### config.mk
export PLATFORM = sky130hd
export DESIGN_NAME = pht_two_level
export DESIGN_NICKNAME = d
export VERILOG_FILES = /design/src/rtl/pht_two_level.sv
export SDC_FILE = /design/constraint.sdc
export NUM_CORES = 1
export LEC_CHECK = 0
export CORE_ASPECT_RATIO = 0.7
export CORE_UTILIZATION = 45
export DETAILED_ROUTE_END_ITERATION = 12
export GPL_TIMING_DRIVEN = 0
export PLACE_DENSITY = 0.78
export SLEW_MARGIN = 20
export SYNTH_ARGS = -nofsm -noshare
export SYNTH_HDL_FRONTEND = slang
export SYNTH_SLANG_ARGS = --single-unit
### constraint.sdc
create_clock -name clock -period 5.79 [get_ports clock]
set_clock_uncertainty 0.15 [all_clocks]
set_input_delay 0.579 -clock clock [delete_from_list [all_inputs] [get_ports clock]]
set_output_delay 0.579 -clock clock [all_outputs]
set_load 0.02 [all_outputs]
### src/rtl/pht_two_level.sv
// Pattern history table: second level of the two-level local branch
// predictor. Two IF-stage read ports return 2-bit saturating counters
// indexed by {pc[2 +: PC_BITS], history}. Two EX-stage resolved branches
// train the table through one registered update stage (U1). Reads see U1
// through a bypass, so every prediction reflects all training already
// accepted.
module pht_two_level #(
  parameter int H_W     = 4,
  parameter int PC_BITS = 2,
  parameter int XLEN    = 32
) (
  input  logic                       clock,
  input  logic                       reset,
  input  logic [1:0][XLEN-1:0]       if_pc_in,
  input  logic [1:0][H_W-1:0]        bht_if_in,
  input  logic [1:0]                 wr_en,
  input  logic [1:0][XLEN-1:0]       ex_pc_in,
  input  logic [1:0][H_W-1:0]        bht_ex_in,
  input  logic [1:0]                 take_branch,
  output logic [1:0]                 predict_taken,
  output logic [1:0][1:0]            pht_state_out
);

  localparam int IDX_W = PC_BITS + H_W;
  localparam int DEPTH = 1 << IDX_W;

  // Counter table, reset to weak not-taken.
  logic [1:0] pht [DEPTH];

  // U1 keeps the post-update counter value rather than the raw direction:
  // the value it will write is exactly the value the bypass must return,
  // so both paths share one computation.
  logic [1:0]            u1_valid;
  logic [1:0][IDX_W-1:0] u1_idx;
  logic [1:0][1:0]       u1_val;

  logic [1:0][IDX_W-1:0] if_idx;
  logic [1:0][IDX_W-1:0] ex_idx;
  logic [1:0][1:0]       ex_base;
  logic [1:0][1:0]       ex_next;

  // PC bits outside the index field do not take part in prediction.
  logic unused_pc_bits;
  assign unused_pc_bits = ^{if_pc_in[0][XLEN-1:2+PC_BITS], if_pc_in[0][1:0],
                            if_pc_in[1][XLEN-1:2+PC_BITS], if_pc_in[1][1:0],
                            ex_pc_in[0][XLEN-1:2+PC_BITS], ex_pc_in[0][1:0],
                            ex_pc_in[1][XLEN-1:2+PC_BITS], ex_pc_in[1][1:0]};

  // Saturating 2-bit counter step: taken counts up to 11, not-taken down to 00.
  function automatic logic [1:0] sat_step(input logic [1:0] cnt, input logic taken);
    logic [1:0] res;
    res = cnt;
    if (taken && cnt != 2'b11) res = cnt + 2'b01;
    else if (!taken && cnt != 2'b00) res = cnt - 2'b01;
    return res;
  endfunction

  // Array value overlaid with U1; slot 1 is younger and already holds the
  // merged result when both slots target one entry, so it takes priority.
  function automatic logic [1:0] overlay(
    input logic [IDX_W-1:0]        idx,
    input logic [1:0]              arr_val,
    input logic [1:0]              valid,
    input logic [1:0][IDX_W-1:0]   uidx,
    input logic [1:0][1:0]         uval
  );
    logic [1:0] res;
    res = arr_val;
    if (valid[1] && uidx[1] == idx) res = uval[1];
    else if (valid[0] && uidx[0] == idx) res = uval[0];
    return res;
  endfunction

  // Form the table indices for both IF reads and both EX updates.
  always_comb begin
    for (int s = 0; s < 2; s++) begin
      if_idx[s] = {if_pc_in[s][2 +: PC_BITS], bht_if_in[s]};
      ex_idx[s] = {ex_pc_in[s][2 +: PC_BITS], bht_ex_in[s]};
    end
  end

  // IF read path: array lookup with U1 bypass, no bypass of raw EX inputs.
  always_comb begin
    for (int s = 0; s < 2; s++) begin
      pht_state_out[s] = overlay(if_idx[s], pht[if_idx[s]], u1_valid, u1_idx, u1_val);
      predict_taken[s] = pht_state_out[s][1];
    end
  end

  // Next U1 values: each EX update starts from the bypassed counter so
  // back-to-back training of one entry is never lost; slot 1 chains on
  // slot 0 when both hit the same entry in the same cycle.
  always_comb begin
    ex_base[0] = overlay(ex_idx[0], pht[ex_idx[0]], u1_valid, u1_idx, u1_val);
    ex_next[0] = sat_step(ex_base[0], take_branch[0]);
    if (wr_en[0] && ex_idx[0] == ex_idx[1]) ex_base[1] = ex_next[0];
    else ex_base[1] = overlay(ex_idx[1], pht[ex_idx[1]], u1_valid, u1_idx, u1_val);
    ex_next[1] = sat_step(ex_base[1], take_branch[1]);
  end

  // U1 capture register; reset discards any in-flight update.
  always_ff @(posedge clock or posedge reset) begin
    if (reset) begin
      u1_valid <= '0;
      u1_idx   <= '0;
      u1_val   <= '0;
    end else begin
      u1_valid <= wr_en;
      u1_idx   <= ex_idx;
      u1_val   <= ex_next;
    end
  end

  // Commit U1 into the array; on a shared entry slot 1's merged value wins.
  always_ff @(posedge clock or posedge reset) begin
    if (reset) begin
      for (int i = 0; i < DEPTH; i++) pht[i] <= 2'b01;
    end else begin
      for (int i = 0; i < DEPTH; i++) begin
        if (u1_valid[1] && u1_idx[1] == IDX_W'(i)) pht[i] <= u1_val[1];
        else if (u1_valid[0] && u1_idx[0] == IDX_W'(i)) pht[i] <= u1_val[0];
      end
    end
  end

endmodule

After elaboration in Yosys (flattened, before gate mapping)

Cells that the tools add are included.

Shift operators: 0
Mux-type cells: 153
Add/subtract/negate cells: 4
Bitwise logic cells: 4
Multiply operators: 0
Divide/modulo/power cells: 0
Order comparisons: 4
Reductions and logical operators: 211
Equal/unequal tests: 137

Operator list:

| kind                                                                   | count |
|---|---|
| 6-bit equality test (second input constant)                            | 64 |
| 2-bit 2-to-1 mux                                                       | 149 |
| 6-bit by 5-bit equality test with 1-bit output (second input constant) | 32 |
| 1-bit logical AND                                                      | 141 |
| 2-bit nonzero test                                                     | 66 |
| 6-bit by 4-bit equality test with 1-bit output (second input constant) | 16 |
| 6-bit equality test                                                    | 9 |
| 2-bit binary-select mux with 6-bit select                              | 4 |
| 6-bit by 3-bit equality test with 1-bit output (second input constant) | 8 |
| 7-bit >= comparator (second input constant)                            | 4 |
| 6-bit NOT with 7-bit output                                            | 4 |
| 6-bit by 2-bit equality test with 1-bit output (second input constant) | 4 |
| 6-bit by 1-bit equality test with 1-bit output (second input constant) | 2 |
| 6-bit zero test                                                        | 2 |
| 2-bit by 1-bit adder with 2-bit output (second input constant)         | 2 |
| 2-bit inequality test (second input constant)                          | 2 |
| 2-bit by 1-bit subtractor with 2-bit output (second input constant)    | 2 |
| 1-bit zero test                                                        | 2 |

Register bits after elaboration: 146
Input port bits: 150
Latch bits: 0
Memories kept: 0
ROM bits: 0
Memory bits (writable): 0

Longest topological paths before layout

Depth in word-level cells: 15
Depth in mapped cells: 20
Gate-level depth less buffers: 17

Worst setup path after synthesis

Ideal clock, no wire load.

Path type: input -> register
From: in bht_ex_in[0] in the netlist's numbering
To: reg u1_val[3] in the netlist's numbering
Stages: 17
Data arrival time: 3.970 ns
Path buffers: 2
Required time: 5.510 ns
Library setup time: 0.130 ns
Path slack: 1.540 ns
Path through: buf_6 buf_8 mux2i_1 mux4_2 a22o_1 or4b_1 o32ai_2 nor2_1 inv_1 ha_1 inv_1 o311a_2 nor3_1 ha_1 nand2b_1 a2111oi_4 nor3_2

RTL lines:

| element              | line | source |
|---|---|---|
| from (decl)          | 18   | `input logic [1:0][H_W-1:0] bht_ex_in,` |
| to (signal assigned) | 110  | `u1_val <= ex_next;` |
| to (decl)            | 35   | `logic [1:0][1:0] u1_val;` |

==> impl_metrics.toml <==
[setup_path]
crit_start = "bht_ex_in[2]"
crit_fanout = 10
cp_common_cell = "inv_1"
cp_cell_sequence = "clkdlybuf4s50_1, clkbuf_1, buf_2, mux4_2, mux2_2, a221oi_2, o32ai_2, nor2_1, inv_1, ha_1, mux2i_1, inv_1, a21oi_1, o31ai_4, inv_1, ha_1, nand2b_1, a2111oi_4, nor3_2"
r2r_start = "pht[99]"
required_ps = 5980
cp.arrival_ps = 5690
cp-start-kind = "input pin"
max_stage_delay_ps = 620
crit_type = "input pin to flop"
slowest_stage = "clkbuf_1"
worst_setup_path_end_kind = "flop"

[place]
gp_congestion = 1.078
portBuffers = 26
dpl_cell_area_sq_um = 13240
dp_hpwl_mm = 37.58
placed_cells = 1560

[yosys]
synth_area_leader_cell = "mux4_2"
ys_seq_area_frac = 0.2998
synth_area_leaders = "mux4_2, dfrtp_1, dfstp_2"
synth_top_area_share = 0.2568
yosysUniqueCellTypes = 59
avgSynthCellArea_sq_um = 10.66
synthesis.nets = 1322
yosysWarnings = 0
syn-cell-area_sq_um = 12450
yosys_most_used_dff = "dfrtp_1"
synth-edff-count = 0
syn_inst = 1168
async_reset_ff_frac = 1.000
ys_ff_latch = 146

[cells_and_area]
layout-drive-gt1-share = 0.2394
area_delta_synth_final_pct = 11.15
design_area_sq_um = 13840
post-route-util = 0.5134
fin_cells = 1593
num-fill-cells = 2392
final_nets = 1369

[timing]
holdWs_ps = 375.2
grt_setup_unrepaired = "false"
fmax_ghz = 0.1817
drv_slew = 0
min_period_ps = 5504
slew_headroom = 0.2180
tightest_slew_ps = 1173
post-route-period-util = 0.9506
hold_viol_final = 0
setup_viol = 0

[global_route]
grt_max_degree = 88
grt_usage = 0.3640
antenna_found_initial = 3
grt_overflow = 0
grt_pass1_wl_mm = 72.26
grt_pass1_vias = 10400

[floorplanning]
initial_core_util = 0.4619
rows = 50
die_x_um = 200.8
dieArea_sq_um = 28350
floorplan.die.height_um = 141.2
core_region_area_sq_um = 26960
ioPinCount = 156

[clock_network]
worst_setup_hold_path_clk_slew_ps = 60
cts_resized = 0
clk_latency_ps = 470
cts_root_buf = "clkbuf_16"
cts_setup_buffers = 0
numCtsBuffers = 17
cts_tree = "built"
htreeDepth = 4
clock-sinks = 146
cts-hold-fix-buffers = 0
clockBufferDepth = 2

[drt]
post_drt_wl_per_cell_um = 31.63
drt_iter0_drc = 1823
viasPerCell = 6.992
drt_first_pass_iters = 9
dr_total_vias = 11140
routed_wl_mm = 50.38
route.detailed.drc = 0
drtAntennaViolNets = 0

[outcome]
status = "completed"

[power]
p_per_area_nw_per_um2 = 404.7
power_uw = 5602
vdd_ir_drop_max_uv = 234.9
p_leak_uw = 0.005427

[hold_path]
worst_hold_path_type = "input pin to async pin"

[flow_run]
cap_violations = 0
[cells in the mapped netlist (3+ instances only)]
| cell | count |
|---|---|
| nand4_1 | 10 |
| mux2_2 | 5 |
| nand3b_1 | 3 |
| nand2_1 | 174 |
| nand2b_1 | 6 |
| a22o_1 | 3 |
| buf_1 | 16 |
| clkbuf_1 | 59 |
| mux2i_1 | 152 |
| nor3b_1 | 6 |
| nor4_1 | 5 |
| nand4b_1 | 3 |
| mux4_1 | 11 |
| or2_2 | 5 |
| o21ai_0 | 91 |
| dfstp_2 | 64 |
| buf_4 | 4 |
| xnor2_1 | 31 |
| nor3_1 | 10 |
| buf_6 | 3 |
| and2_1 | 3 |
| buf_2 | 14 |
| ha_1 | 4 |
| xor2_1 | 24 |
| nor2b_1 | 7 |
| a21oi_1 | 45 |
| nor2_1 | 121 |
| mux4_2 | 142 |
| nand3_1 | 10 |
| dfrtp_1 | 82 |
| inv_1 | 13 |
| and3_1 | 7 |
[layout make-up]
type / count / area [sq um] / share of cell area
antenna: 1 / 2.502 / 0.0001808
buffer: 100 / 476.7 / 0.03444
inverter: 13 / 56.30 / 0.004068
clock buffer: 20 / 456.7 / 0.03299
tap: 364 / 455.4 / 0.03290
timing repair buffer: 28 / 292.8 / 0.02115
clock inverter: 12 / 130.1 / 0.009401
multi-input combinational: 909 / 8238 / 0.5951
sequential: 146 / 3734 / 0.2697
[flip-flops by register name, summed over array words and instances (netlist names)]
| register | flops |
|---|---|
| pht | 128 |
| u1_idx | 12 |
| u1_val | 4 |
| u1_valid | 2 |
[placed cells by master (no fill, tap or decap), drive strengths merged, types with 7 or more instances in the layout]
master and instances:
a21oi 45, and3 7, buf 41, clkbuf 81
clkdlybuf4s50 26, dfrtp 82, dfstp 64, inv 15
mux2i 152, mux4 153, nand2 174, nand3 10
nand4 10, nor2 121, nor2b 7, nor3 11
o21ai 91, xnor2 31, xor2 24
[layer usage]
layer	vias up	GRT usage	share of wire
met1	5486	0.4798	0.38
met3	173	0.2203	0.19
met5	-	0.01190	0.0017
met4	8	0.1089	0.036
met2	1010	0.4921	0.39
li1	4462	-	-
[final timing paths]
| kind | to | slack, ps | cells after the start |
|---|---|---|---|
| max in group asynchronous | pht[36] | 4300 | 3 |
| min in group clock | u1_valid[1] | 420 | 1 |
| max reg2reg | u1_val[3] | 1410 | 16 |
| min reg2reg | pht[4] | 440 | 2 |
| max | u1_val[3] | 290 | 19 |
| min | pht[107] | 380 | 2 |
[worst max-delay path: cells and delay by family]
family | cells | cell delay, ps
buffers and inverters | 6 | 1810
muxes | 3 | 840
adders and majority gates | 2 | 420
AOI/OAI and AO/OA | 5 | 1580
and+or+nand+nor | 3 | 480
[cells by family after synthesis]
group | count (synthesis) | share of synthesized area
multiplexers | 310 | 0.4067
XOR/XNOR | 55 | 0.03868
adder cells (fa/ha/maj) | 4 | 0.004019
buffers and inverters | 113 | 0.04210
AO/OA/AOI/OAI | 155 | 0.07214
AND/OR/NAND/NOR | 385 | 0.1365
flip-flops | 146 | 0.2998
[stage by stage]
step / TNS [ps] / setup slack [ps]
after CTS: 0 / 230.1
after global placement: -77460 / -953.8
after detailed placement: -433.6 / -239.5
after global routing: 0 / 94.92
final: 0 / 285.8
after floorplan: 0 / 1244
[report_power, final]
group          switching (uW)  internal (uW)  leakage [uW]
combinational            1250           1110       0.00344
sequential                598           1500       0.00170
clock                     485            657      0.000287
total                    2330           3270       0.00543
Note: power is estimated with default switching activity, not from simulation.
